File: src/rtl/crossbar_arb_pkg.sv
`default_nettype none
// ============================================================================
// Module   : crossbar_arb_pkg
// Purpose  : Shared constants and elaboration-time helpers for the crossbar
//            switch: ceil(log2) function, index-width derivation (at least
//            one bit) and the legal parameter range check.
// Ports    : none (package)
// Revision : 1.0 - initial release
// ============================================================================
package crossbar_arb_pkg;

  localparam int MIN_PORTS = 2;
  localparam int MAX_PORTS = 16;

  // ceil(log2(value)); 0 for value <= 1
  function automatic int clog2(input int value);
    int result;
    result = 0;
    for (int k = 0; k < 31; k++) begin
      if ((1 << k) < value) result = k + 1;
    end
    return result;
  endfunction

  // Width of an index that selects one of n items, never narrower than 1 bit
  function automatic int dest_width(input int n);
    return (clog2(n) < 1) ? 1 : clog2(n);
  endfunction

  function automatic bit params_ok(input int n_in, input int n_out, input int width);
    return (n_in  >= MIN_PORTS) && (n_in  <= MAX_PORTS) &&
           (n_out >= MIN_PORTS) && (n_out <= MAX_PORTS) &&
           (width >= 1);
  endfunction

endpackage : crossbar_arb_pkg
`default_nettype wire

File: src/rtl/crossbar_arb_rr_arbiter.sv
`default_nettype none
// ============================================================================
// Module   : rr_arbiter
// Purpose  : Round-robin arbiter over N requesters. The pointer remembers the
//            last granted requester; the search starts one past it and wraps.
// Ports    : clk, rst_n     - clock, asynchronous active-low reset
//            req[N]         - request vector
//            advance        - consumer can take a grant this cycle; the
//                             pointer moves to the winner when a request exists
//            grant[N]       - one-hot grant (combinational)
//            grant_idx      - binary index of the granted requester
// Revision : 1.0 - initial release
// ============================================================================
module rr_arbiter
  import crossbar_arb_pkg::*;
#(
  parameter  int N     = 4,
  localparam int IDX_W = dest_width(N)
) (
  input  logic             clk,
  input  logic             rst_n,
  input  logic [N-1:0]     req,
  input  logic             advance,
  output logic [N-1:0]     grant,
  output logic [IDX_W-1:0] grant_idx
);

  logic [IDX_W-1:0] r_ptr;

  // Walk the candidates from farthest to nearest so the nearest requester
  // after the pointer is the last (and therefore winning) assignment.
  always_comb begin
    int               cand;
    logic [IDX_W-1:0] cand_idx;
    grant     = '0;
    grant_idx = '0;
    cand      = 0;
    cand_idx  = '0;
    for (int k = N; k >= 1; k--) begin
      cand = int'(r_ptr) + k;
      if (cand >= N) cand = cand - N;
      cand_idx = IDX_W'(cand);
      if (req[cand_idx]) begin
        grant           = '0;
        grant[cand_idx] = 1'b1;
        grant_idx       = cand_idx;
      end
    end
  end

  // Reset to N-1 so requester 0 is first in line.
  always_ff @(posedge clk or negedge rst_n) begin
    if (!rst_n) begin
      r_ptr <= IDX_W'(N - 1);
    end else if (advance && (|req)) begin
      r_ptr <= grant_idx;
    end
  end

endmodule : rr_arbiter
`default_nettype wire

File: src/rtl/crossbar_arb.sv
`default_nettype none
// ============================================================================
// Module   : crossbar_arb
// Purpose  : N_IN x N_OUT registered crossbar with per-output round-robin
//            arbitration and valid/ready flow control on every port.
// Ports    : clk, rst_n          - clock, asynchronous active-low reset
//            in_data[N_IN*WIDTH] - input words, port i at [i*WIDTH +: WIDTH]
//            in_dest[N_IN*DEST_W]- destination output index per input
//            in_valid[N_IN]      - input word present
//            in_ready[N_IN]      - input word accepted (combinational)
//            out_data[N_OUT*WIDTH]- registered output words
//            out_valid[N_OUT]    - registered output word present
//            out_ready[N_OUT]    - consumer accepts output word
//            err_dest            - sticky: an out-of-range destination was seen
// Revision : 1.0 - initial release
// ============================================================================
module crossbar_arb
  import crossbar_arb_pkg::*;
#(
  parameter  int N_IN   = 4,
  parameter  int N_OUT  = 4,
  parameter  int WIDTH  = 4,
  localparam int DEST_W = dest_width(N_OUT)
) (
  input  logic                    clk,
  input  logic                    rst_n,
  input  logic [N_IN*WIDTH-1:0]   in_data,
  input  logic [N_IN*DEST_W-1:0]  in_dest,
  input  logic [N_IN-1:0]         in_valid,
  output logic [N_IN-1:0]         in_ready,
  output logic [N_OUT*WIDTH-1:0]  out_data,
  output logic [N_OUT-1:0]        out_valid,
  input  logic [N_OUT-1:0]        out_ready,
  output logic                    err_dest
);

  localparam int IDX_W = dest_width(N_IN);
  // One extra bit so the range compare stays meaningful when N_OUT == 2**DEST_W
  localparam logic [DEST_W:0] N_OUT_EXT = (DEST_W + 1)'(N_OUT);

  if (!params_ok(N_IN, N_OUT, WIDTH)) begin : g_param_check
    $error("crossbar_arb: N_IN/N_OUT must be 2..16 and WIDTH >= 1");
  end

  logic [DEST_W-1:0] w_dest      [N_IN];
  logic [WIDTH-1:0]  w_in_word   [N_IN];
  logic [N_IN-1:0]   w_req       [N_OUT];
  logic [N_IN-1:0]   w_grant     [N_OUT];
  logic [IDX_W-1:0]  w_grant_idx [N_OUT];
  logic [N_IN-1:0]   w_bad;
  logic [N_OUT-1:0]  w_free;
  logic [N_OUT-1:0]  w_load;

  logic [WIDTH-1:0]  r_out_data [N_OUT];
  logic [N_OUT-1:0]  r_out_valid;
  logic              r_err_dest;

  for (genvar i = 0; i < N_IN; i++) begin : g_in
    assign w_dest[i]    = in_dest[i*DEST_W +: DEST_W];
    assign w_in_word[i] = in_data[i*WIDTH +: WIDTH];
  end

  // Request decode: each valid input raises exactly one request (or is bad).
  always_comb begin
    for (int o = 0; o < N_OUT; o++) begin
      w_req[o] = '0;
      for (int i = 0; i < N_IN; i++) begin
        w_req[o][i] = in_valid[i] && (w_dest[i] == DEST_W'(o));
      end
    end
    for (int i = 0; i < N_IN; i++) begin
      w_bad[i] = in_valid[i] && ({1'b0, w_dest[i]} >= N_OUT_EXT);
    end
  end

  // An output can take a new word when empty or when its word leaves now.
  always_comb begin
    for (int o = 0; o < N_OUT; o++) begin
      w_free[o] = !r_out_valid[o] || out_ready[o];
      w_load[o] = w_free[o] && (|w_req[o]);
    end
  end

  for (genvar o = 0; o < N_OUT; o++) begin : g_out
    rr_arbiter #(
      .N (N_IN)
    ) u_arb (
      .clk       (clk),
      .rst_n     (rst_n),
      .req       (w_req[o]),
      .advance   (w_free[o]),
      .grant     (w_grant[o]),
      .grant_idx (w_grant_idx[o])
    );
  end

  // Bad destinations are consumed (dropped) so they never block the lane.
  always_comb begin
    in_ready = w_bad;
    for (int o = 0; o < N_OUT; o++) begin
      in_ready = in_ready | (w_grant[o] & {N_IN{w_free[o]}});
    end
    if (!rst_n) in_ready = '0;
  end

  always_ff @(posedge clk or negedge rst_n) begin
    if (!rst_n) begin
      for (int o = 0; o < N_OUT; o++) r_out_data[o] <= '0;
      r_out_valid <= '0;
      r_err_dest  <= 1'b0;
    end else begin
      for (int o = 0; o < N_OUT; o++) begin
        if (w_free[o]) begin
          r_out_valid[o] <= w_load[o];
          if (w_load[o]) r_out_data[o] <= w_in_word[w_grant_idx[o]];
        end
      end
      r_err_dest <= r_err_dest | (|w_bad);
    end
  end

  always_comb begin
    out_data = '0;
    for (int o = 0; o < N_OUT; o++) begin
      out_data[o*WIDTH +: WIDTH] = r_out_data[o];
    end
  end

  assign out_valid = r_out_valid;
  assign err_dest  = r_err_dest;

endmodule : crossbar_arb
`default_nettype wire

File: config.mk
export PLATFORM = sky130hd
export DESIGN_NAME = crossbar_arb
export DESIGN_NICKNAME = d
export VERILOG_FILES = /design/src/rtl/crossbar_arb_pkg.sv /design/src/rtl/crossbar_arb_rr_arbiter.sv /design/src/rtl/crossbar_arb.sv
export SDC_FILE = /design/constraint.sdc
export NUM_CORES = 1
export LEC_CHECK = 0
export CAP_MARGIN = 40
export CORE_MARGIN = 3
export CORE_UTILIZATION = 36
export CTS_BUF_LIST = sky130_fd_sc_hd__clkbuf_16
export CTS_CLUSTER_DIAMETER = 100
export DETAILED_ROUTE_END_ITERATION = 12
export PLACE_DENSITY = 0.59
export SYNTH_ARGS = -nofsm -noshare
export SYNTH_HDL_FRONTEND = slang
export SYNTH_SLANG_ARGS = --single-unit
File: constraint.sdc
create_clock -name clk -period 4 [get_ports clk]
set_input_delay 0.6 -clock clk [delete_from_list [all_inputs] [get_ports clk]]
set_output_delay 0.6 -clock clk [all_outputs]
set_load 0.01 [all_outputs]
==> results_dict.tcl <==
set metrics [dict create \
    status "complete, no violations" \
    overflow 0 \
    crit-reg2reg-capture "out_data[1]" \
    wl_per_cell_um 19.4 \
    rsz0062_at_grt "no" \
    nets 647 \
    routed_wirelength_um 14200 \
    placedInstanceArea_um2 5070 \
    ys_ff_latch 28 \
    switchingPower_uw 1160 \
    n_antenna_cell 0 \
    grt_pass1_vias 4224 \
    portBuffers 57 \
    slew_violations 0 \
    first_pass_iters 6 \
    internal_power_uw 1480 \
    slew-limit-headroom_pct 47.1 \
    stdcell_area_um2 5240 \
    synth_nets 536 \
    postRouteAntennaNets 0 \
    finalHoldViolations 0 \
    antenna_found_initial 0 \
    end_kind "output port" \
    cts_sinks 28 \
    area_growth_pct 35.0 \
    min_path_type "input pin to asynchronous set/reset pin" \
    synth_edf_count 0 \
    switching_share_pct 44.0 \
    min_period_ns 3.93 \
    final_util_pct 50.3 \
    tritoncts "yes" \
    synth_cell_types 76 \
    fin_worst_skew_ns 0.00496 \
    fin_cells 732 \
    die_h_um 110 \
    cts_inserted_buffers 3 \
    clkPwrFrac_pct 12.1 \
    crit_type "input pin to output port" \
    fin_crit_sh_pct 98.2 \
    gp_congestion 0.979 \
    r2r-start "g_out[0].u_arb.r_ptr[0]" \
    worstPathRequired_ns 3.40 \
    netlist_instances 486 \
    fin_ws_ns 0.0706 \
    initial_utilization_pct 37.2 \
    arrival_ns 3.33 \
    post-place-cells 727 \
    post-place-ws_ns -0.255 \
    cts.clk_slew.worst_paths_ns 0.08 \
    final_common_cell "buf_4" \
    final_cell_mix "buf_4 (80), clkdlybuf4s50_1 (50), nand2_1 (49)" \
    yosys_warnings 0 \
    comb_power_share_pct 69.8 \
    ir_worst_vdd_mv 0.260 \
    fin_tns_setup_ns 0 \
    ys_seq_area_share_pct 18.3 \
    grt_pass1_wl_um 22300 \
    drc 0 \
    p_per_area_nw_per_um2 505 \
    synthFlopType "dfrtp_1" \
    maxCapViolations 0 \
    viasPerCell 6.11 \
    drtIter0Drc 457 \
    clockRootBuffer "clkbuf_16" \
    holdBufCountCts 0 \
    dieArea_um2 12100 \
    seq_power_share_pct 18.1 \
    reg2reg_depth 9 \
    chipWidth_um 110 \
    synth_area_per_cell_um2 7.98 \
    critical_path_peak_fanout 8 \
    drive_above_1_share_pct 23.3 \
    setup_viol 0 \
    grt_max_degree 25 \
    fmax_mhz 254 \
    ff2ff_setup_slack_ns 0.98 \
    ctsHtreeMaxLevel 1 \
    syn_area_um2 3880 \
    fp.coreArea_um2 10400 \
    cts_buffer_depth 2 \
    vias 4475 \
    worstSetupStartpointType "input pin" \
    pin_count 59 \
    num_rows 37 \
    insertion_delay_ns 0.28 \
    p_leak_uw 0.00224 \
    grt_usage_pct 23.5 \
    synthArstFlopShare_pct 100 \
    dp_hpwl_um 11300 \
    tightest_slew_ns 0.789 \
]
==> cell type report <==
cell class / instances / area (µm²)
clock buffer: 3 / 75.1
clock inverter: 1 / 30.0
fill: 1018 / 5180
inverter: 17 / 63.8
multi-input combinational: 408 / 2990
sequential: 28 / 711
tap: 136 / 170
timing repair buffer: 139 / 1190
==> state kept, by name, summed over array words and instances, names as in the netlist <==
signal             count
g_out.u_arb.r_ptr      8
out_data              16
out_valid              4
==> cells in the mapped netlist (all sizes together), types with 4 or more instances <==
library cell   n  area (µm²)
a22oi          5        37.5
nand3         23         115
ha            16         200
mux2i         28         280
nor3          11        55.1
buf           11        68.8
nand3b         9        67.6
dfrtp         20         500
o221ai         4        35.0
nand2         50         190
o22ai          7        43.8
o31ai          6        45.0
o211ai         8        73.8
and2           5        31.3
and3b          7        61.3
nand2b         9        58.8
dfstp          8         210
mux2           8        90.1
a221oi        12         111
or2            5        31.3
a21o           8        60.1
or3b           4        35.0
o221a          4        45.0
nor2          31         116
o21ai         34         181
and3           8        50.1
inv           15        56.3
a31oi          8        50.1
clkbuf        22        85.1
a211oi        15         118
mux4           9         203
a21oi         21         116
==> cell families (layout without fill, tap and decap cells) <==
| kind of cell | Yosys count | in the layout | synth area share, % |
|---|---|---|---|
| AOI/OAI and AO/OA | 160 | 160 | 30.5 |
| xor gates and xnor gates | 1 | 1 | 0.226 |
| adders and majority gates | 16 | 16 | 5.16 |
| buffers and inverters | 50 | 160 | 5.61 |
| DFF | 28 | 28 | 18.3 |
| muxes | 45 | 45 | 14.8 |
| other | 1 | 1 | 0.0967 |
| and+or+nand+nor | 185 | 185 | 25.4 |
==> power groups by stage <==
stage / registers, µW / logic [µW] / clock network (µW)
6_report: 478 / 1850 / 320
5_1_grt: 492 / 2000 / 337
4_1_cts: 479 / 1820 / 331
2_1_floorplan: 506 / 1060 / 0
3_3_place_gp: 480 / 1790 / 0
3_5_place_dp: 483 / 1810 / 0
==> metal layers <==
layer  global-route usage (%)  vias up  wire length [µm]
li1                         -     2097                 -
met1                     32.4     2175              6170
met2                     39.2      183              6990
met3                     2.41       20               792
met4                     5.52        0               228
met5                        0        -                 0
==> worst max-delay path by stage <==
stage | startpoint | endpoint | slack, ns | cells after the start
floorplan | g_out[1].u_arb.r_ptr[1] | in_ready[2] | 0.52 | 8
global placement | in_dest[1] | in_ready[2] | -0.25 | 11
detailed placement | in_valid[0] | in_ready[2] | -0.25 | 11
CTS | in_valid[2] | in_ready[1] | 0.04 | 9
global route | in_valid[1] | in_ready[1] | 0.0002 | 9
finish | in_dest[6] | in_ready[1] | 0.07 | 9
==> worst max-delay path, stage by stage <==
cell and delay, ns:
clkdlybuf4s50_1 0.46, buf_4 0.19, or3b_4 0.37, mux4_2 0.51, a21boi_4 0.18, a221oi_2 0.25, a21oi_1 0.10, o41a_1 0.43
clkdlybuf4s15_1 0.24
==> repair_timing <==
item,in CTS,in global routing
gates cloned,0,0
setup buffers,0,1
endpoints found under the setup margin,4,3
endpoints found under the hold margin,0,0
pin swaps,0,2
resized for setup,10,12
==> stage by stage <==
| step | power [µW] | hold WS, ns |
|---|---|---|
| 2_1_floorplan | 1570 | 0.304 |
| 3_3_place_gp | 2270 | 0.483 |
| 3_5_place_dp | 2290 | 0.483 |
| 4_1_cts | 2630 | 0.191 |
| 5_1_grt | 2830 | 0.195 |
| 6_report | 2640 | 0.192 |
Power figures use the tool's default switching activity.
